`config.mk`:
```
export PLATFORM = sky130hd
export DESIGN_NAME = rtc_bus_ciclo
export DESIGN_NICKNAME = d
export VERILOG_FILES = /design/src/rtl/rtc_bus_ciclo.sv
export SDC_FILE = /design/constraint.sdc
export NUM_CORES = 1
export LEC_CHECK = 0
export CAP_MARGIN = 10
export CORE_MARGIN = 2
export CORE_UTILIZATION = 35
export DETAILED_ROUTE_END_ITERATION = 10
export GPL_TIMING_DRIVEN = 0
export HOLD_SLACK_MARGIN = 0.12
export SLEW_MARGIN = 20
export SYNTH_ARGS = -nofsm -noshare
export SYNTH_HDL_FRONTEND = slang
export SYNTH_SLANG_ARGS = --single-unit
```
`constraint.sdc`:
```
create_clock -name clk -period 3.98 [get_ports clk]
set_input_delay 0.796 -clock clk [delete_from_list [all_inputs] [get_ports clk]]
set_output_delay 0.796 -clock clk [all_outputs]
set_load 0.1 [all_outputs]
```
`src/rtl/rtc_bus_ciclo.sv`:
```
// Bus-cycle generator for the RTC multiplexed AD bus: address phase, then a
// read or write data phase with timed strobes, finishing with a fin pulse.
module rtc_bus_ciclo #(
   parameter int unsigned T_PULSE = 10,
   parameter int unsigned T_GAP   = 5
) (
   input  logic       clk,
   input  logic       reset,
   input  logic       activa,
   input  logic       w,
   input  logic [7:0] dir,
   input  logic [7:0] dato_esc,
   input  logic [7:0] ad_in,
   output logic [7:0] ad_out,
   output logic       ad_oe,
   output logic       cs_n,
   output logic       rd_n,
   output logic       wr_n,
   output logic       a_d,
   output logic [7:0] dato_leido,
   output logic       fin,
   output logic       ocupado
);

   typedef enum logic [2:0] {
      IDLE,
      ADDR,
      ADDR_HOLD,
      DATA,
      DATA_HOLD,
      DONE,
      WAIT_REL
   } estado_t;

   // Counter is loaded with N-1 so that a phase of N cycles expires on its Nth edge
   localparam logic [7:0] CARGA_P = 8'(T_PULSE - 1);
   localparam logic [7:0] CARGA_G = 8'(T_GAP - 1);

   estado_t    estado, estado_sig;
   logic [7:0] cnt, cnt_sig;
   logic       w_l, w_l_sig;
   logic [7:0] dato_l, dato_l_sig;
   logic [7:0] ad_out_sig, dato_leido_sig;
   logic       ad_oe_sig, cs_n_sig, rd_n_sig, wr_n_sig, a_d_sig, fin_sig, ocupado_sig;
   logic       expira;

   assign expira = (cnt == '0);

   always_ff @(posedge clk or posedge reset) begin
      if (reset) begin
         estado     <= IDLE;
         cnt        <= '0;
         w_l        <= 1'b0;
         dato_l     <= '0;
         ad_out     <= '0;
         ad_oe      <= 1'b0;
         cs_n       <= 1'b1;
         rd_n       <= 1'b1;
         wr_n       <= 1'b1;
         a_d        <= 1'b0;
         dato_leido <= '0;
         fin        <= 1'b0;
         ocupado    <= 1'b0;
      end else begin
         estado     <= estado_sig;
         cnt        <= cnt_sig;
         w_l        <= w_l_sig;
         dato_l     <= dato_l_sig;
         ad_out     <= ad_out_sig;
         ad_oe      <= ad_oe_sig;
         cs_n       <= cs_n_sig;
         rd_n       <= rd_n_sig;
         wr_n       <= wr_n_sig;
         a_d        <= a_d_sig;
         dato_leido <= dato_leido_sig;
         fin        <= fin_sig;
         ocupado    <= ocupado_sig;
      end
   end

   always_comb begin
      estado_sig     = estado;
      cnt_sig        = cnt;
      w_l_sig        = w_l;
      dato_l_sig     = dato_l;
      ad_out_sig     = ad_out;
      ad_oe_sig      = ad_oe;
      cs_n_sig       = cs_n;
      rd_n_sig       = rd_n;
      wr_n_sig       = wr_n;
      a_d_sig        = a_d;
      dato_leido_sig = dato_leido;
      fin_sig        = 1'b0;
      ocupado_sig    = ocupado;

      case (estado)
         IDLE: begin
            cs_n_sig  = 1'b1;
            rd_n_sig  = 1'b1;
            wr_n_sig  = 1'b1;
            ad_oe_sig = 1'b0;
            if (activa) begin
               w_l_sig     = w;
               dato_l_sig  = dato_esc;
               cs_n_sig    = 1'b0;
               wr_n_sig    = 1'b0;
               a_d_sig     = 1'b0;
               ad_oe_sig   = 1'b1;
               ad_out_sig  = dir;
               ocupado_sig = 1'b1;
               cnt_sig     = CARGA_P;
               estado_sig  = ADDR;
            end
         end
         ADDR: begin
            if (expira) begin
               cs_n_sig   = 1'b1;
               wr_n_sig   = 1'b1;
               cnt_sig    = CARGA_G;
               estado_sig = ADDR_HOLD;
            end else begin
               cnt_sig = cnt - 8'd1;
            end
         end
         ADDR_HOLD: begin
            if (expira) begin
               cs_n_sig = 1'b0;
               a_d_sig  = 1'b1;
               if (w_l) begin
                  wr_n_sig   = 1'b0;
                  ad_out_sig = dato_l;
                  ad_oe_sig  = 1'b1;
               end else begin
                  rd_n_sig  = 1'b0;
                  ad_oe_sig = 1'b0;
               end
               cnt_sig    = CARGA_P;
               estado_sig = DATA;
            end else begin
               cnt_sig = cnt - 8'd1;
            end
         end
         DATA: begin
            if (expira) begin
               cs_n_sig = 1'b1;
               rd_n_sig = 1'b1;
               wr_n_sig = 1'b1;
               if (!w_l) begin
                  dato_leido_sig = ad_in;
               end
               cnt_sig    = CARGA_G;
               estado_sig = DATA_HOLD;
            end else begin
               cnt_sig = cnt - 8'd1;
            end
         end
         DATA_HOLD: begin
            if (expira) begin
               fin_sig    = 1'b1;
               ad_oe_sig  = 1'b0;
               a_d_sig    = 1'b0;
               estado_sig = DONE;
            end else begin
               cnt_sig = cnt - 8'd1;
            end
         end
         DONE: begin
            estado_sig = WAIT_REL;
         end
         WAIT_REL: begin
            if (!activa) begin
               ocupado_sig = 1'b0;
               estado_sig  = IDLE;
            end
         end
         default: begin
            cs_n_sig    = 1'b1;
            rd_n_sig    = 1'b1;
            wr_n_sig    = 1'b1;
            ad_oe_sig   = 1'b0;
            a_d_sig     = 1'b0;
            ocupado_sig = 1'b0;
            cnt_sig     = '0;
            estado_sig  = IDLE;
         end
      endcase
   end

endmodule

```
==> impl_metrics.csv <==
group,metric,value,unit
run_status,status,"finished, violations left",
run_status,failed_checks,"DRC",
cts,hold_buffers,0,
grt,grt_pass1_vias,1829,
synthesis,synth.distinct_cells,55,
sta,skew,0.00735,ns
synthesis,synthTopCellsByArea,"dfrtp_1, mux2_2, mux2_4, dfstp_2, ha_1",
synthesis,synth-edff-count,0,
layout,multi_input_area,0.00117,mm2
layout,fillers,630,
floorplan,die_w,85.7,um
synthesis,async_flop_share,1.00,
place,place.gp.congestion,0.811,
synthesis,syn_inst,206,
cts,post_cts_buffers,0,
layout,register_area,0.00108,mm2
sta,relSlewSlack,0.332,
setup_path,r2r_slack,1.31,ns
detailed_routing,drtAntennaViolNets,0,
floorplan,fp.dieH,85.7,um
cts,cts_buffer_depth,2,
floorplan,start_util,0.364,
detailed_routing,vias,1852,
cts,cts_resized,0,
detailed_routing,dr.pass1.iters,8,
setup_path,end_kind,"output pin",
sta,finalHoldViolCount,0,
layout,fin_nets,296,
synthesis,synth_nets,238,
floorplan,io_pins,51,
synthesis,synth_area_leader_cell,"dfrtp_1",
setup_path,crit_family,"buffers and inverters",
sta,rsz0062_at_grt,"false",
floorplan,die_area,0.00735,mm2
setup_path,crit_chain,"clkdlybuf4s50_1",
cts,clkTransAtPathRegs,0.08,ns
place,place.detailed.hpwl,3830,um
setup_path,crit_path_start_kind,"register",
cts,cts.sinks,43,
setup_path,crit_buf_inv,1,
setup_path,cpMaxStageDelayCell,"clkdlybuf4s50_1",
synthesis,netlist.area_leader.share,0.428,
hold_path,hp-class,"reg2reg",
setup_path,crit_type,"reg2out",
layout,layout_common_cells,"clkdlybuf4s50_1, dfrtp_1, mux2_2",
synthesis,yosys_warnings,0,
sta,setup_viol,0,
grt,antenna_found_initial,0,
grt,grt_pass1_wl,9230,um
floorplan,rows,29,
synthesis,synth_area,0.00234,mm2
sta,period_minus_slack,2.78,ns
cts,clkLatencyLatePin,0.29,ns
setup_path,slowest_delay,1.13,ns
grt,grt_usage,0.156,
cts,cts-root-buf,"clkbuf_8",
grt,grt_max_degree,25,
layout,num_antenna_cells,0,
setup_path,worst-path-max-fanout,4,
synthesis,ys_ff_latch,43,
sta,drv_slew,0,
floorplan,core-area,0.00642,mm2
detailed_routing,wire_per_inst,15.8,um
detailed_routing,totalWireLength,5390,um
run,drv_cap,0,
synthesis,synthFlopType,"dfrtp_1",
layout,final_common_cell,"clkdlybuf4s50_1",
sta,fin_crit_sh,0.698,
detailed_routing,drt_iter0_drc,85,
cts,htreeDepth,2,
synthesis,avgSynthCellArea,11.3,um2
setup_path,required,3.18,ns
cts,cts_tree,"yes",
detailed_routing,avgViaCountPerCell,5.42,
grt,grt_overflow,0,
detailed_routing,drc,4,
synthesis,ys_seq_area_frac,0.462,
sta,setup_tns,0,ns
sta,worst_pin_slew,0.998,ns
layout,drive_above_1_share,0.245,
place,portBuffers,50,
sta,max_freq,0.360,GHz
setup_path,worstPathArrival,1.98,ns
layout,synthToLayoutAreaGrowth,30.0,%
cts,cts_buffers,5,
[metal layers]
metal	part of all wire	track usage	wire [um]	vias up
li1	-	-	-	887
met1	0.47	0.223	2520	896
met5	0	0	0	-
met4	0.0085	0.0346	46	0
met2	0.47	0.246	2520	61
met3	0.057	0.0308	310	8
[cell families after synthesis]
group           count (synthesis)  synth area share
simple gates                   55             0.140
compound gates                 52             0.161
flops                          43             0.462
mux                            34             0.176
buf+inv                        17            0.0359
fa+ha+maj                       4            0.0214
xor+xnor                        1           0.00375
[path summary, 6_finish.rpt]
| kind | to | cells past startpoint | start |
|---|---|---|---|
| worst min-delay path | dato_l[0] | 1 | dato_l[0] |
| worst min register to register | dato_l[0] | 1 | dato_l[0] |
| worst max-delay path | rd_n | 1 | rd_n |
| worst max register to register | ad_out[2] | 6 | cnt[0] |
| max in group asynchronous | cs_n | 3 | reset |
| min in group asynchronous | dato_leido[4] | 2 | reset |
[state kept, by name (all words and copies together), names as in the netlist, 3 cells and up]
signal and cells:
estado 3, ad_out 8, cnt 8, dato_l 8
dato_leido 8
[per-stage QoR]
stage                     hold WS [ns]  std cells  instance area [um2]  utilization  setup slack, ns
after floorplan                  0.475        206                 2340            -             1.75
after global placement           0.486        333                 2930        0.457             1.03
after detailed placement         0.494        334                 2950        0.460             1.02
after CTS                        0.513        342                 3040        0.473             1.18
after global routing             0.523        342                 3040        0.473             1.11
final                            0.506        342                 3040        0.473             1.20
[synthesized netlist by cell type (3+ instances only)]
library cell / count
nor2b_1: 3
o21ai_0: 8
a211o_1: 3
inv_1: 5
a21oi_1: 9
ha_1: 4
clkbuf_1: 7
nand3_1: 4
dfrtp_1: 40
dfstp_2: 3
mux2_4: 8
mux2_2: 25
nor2_1: 12
a22o_2: 3
nand2_1: 7
nor3_1: 7
nand2b_1: 3
and3_1: 3
o22ai_1: 4
[layout make-up]
| cell class | count | share of cell area |
|---|---|---|
| sequential | 43 | 0.355 |
| clock inverter | 2 | 0.00412 |
| clock buffer | 6 | 0.0239 |
| inverter | 6 | 0.00741 |
| tap | 77 | 0.0317 |
| multi-input combinational | 146 | 0.386 |
| timing repair buffer | 51 | 0.171 |
| buffer | 11 | 0.0202 |
Power is not shown: default switching activity piles up to over one toggle a cycle in this logic, so the estimate is an artifact.
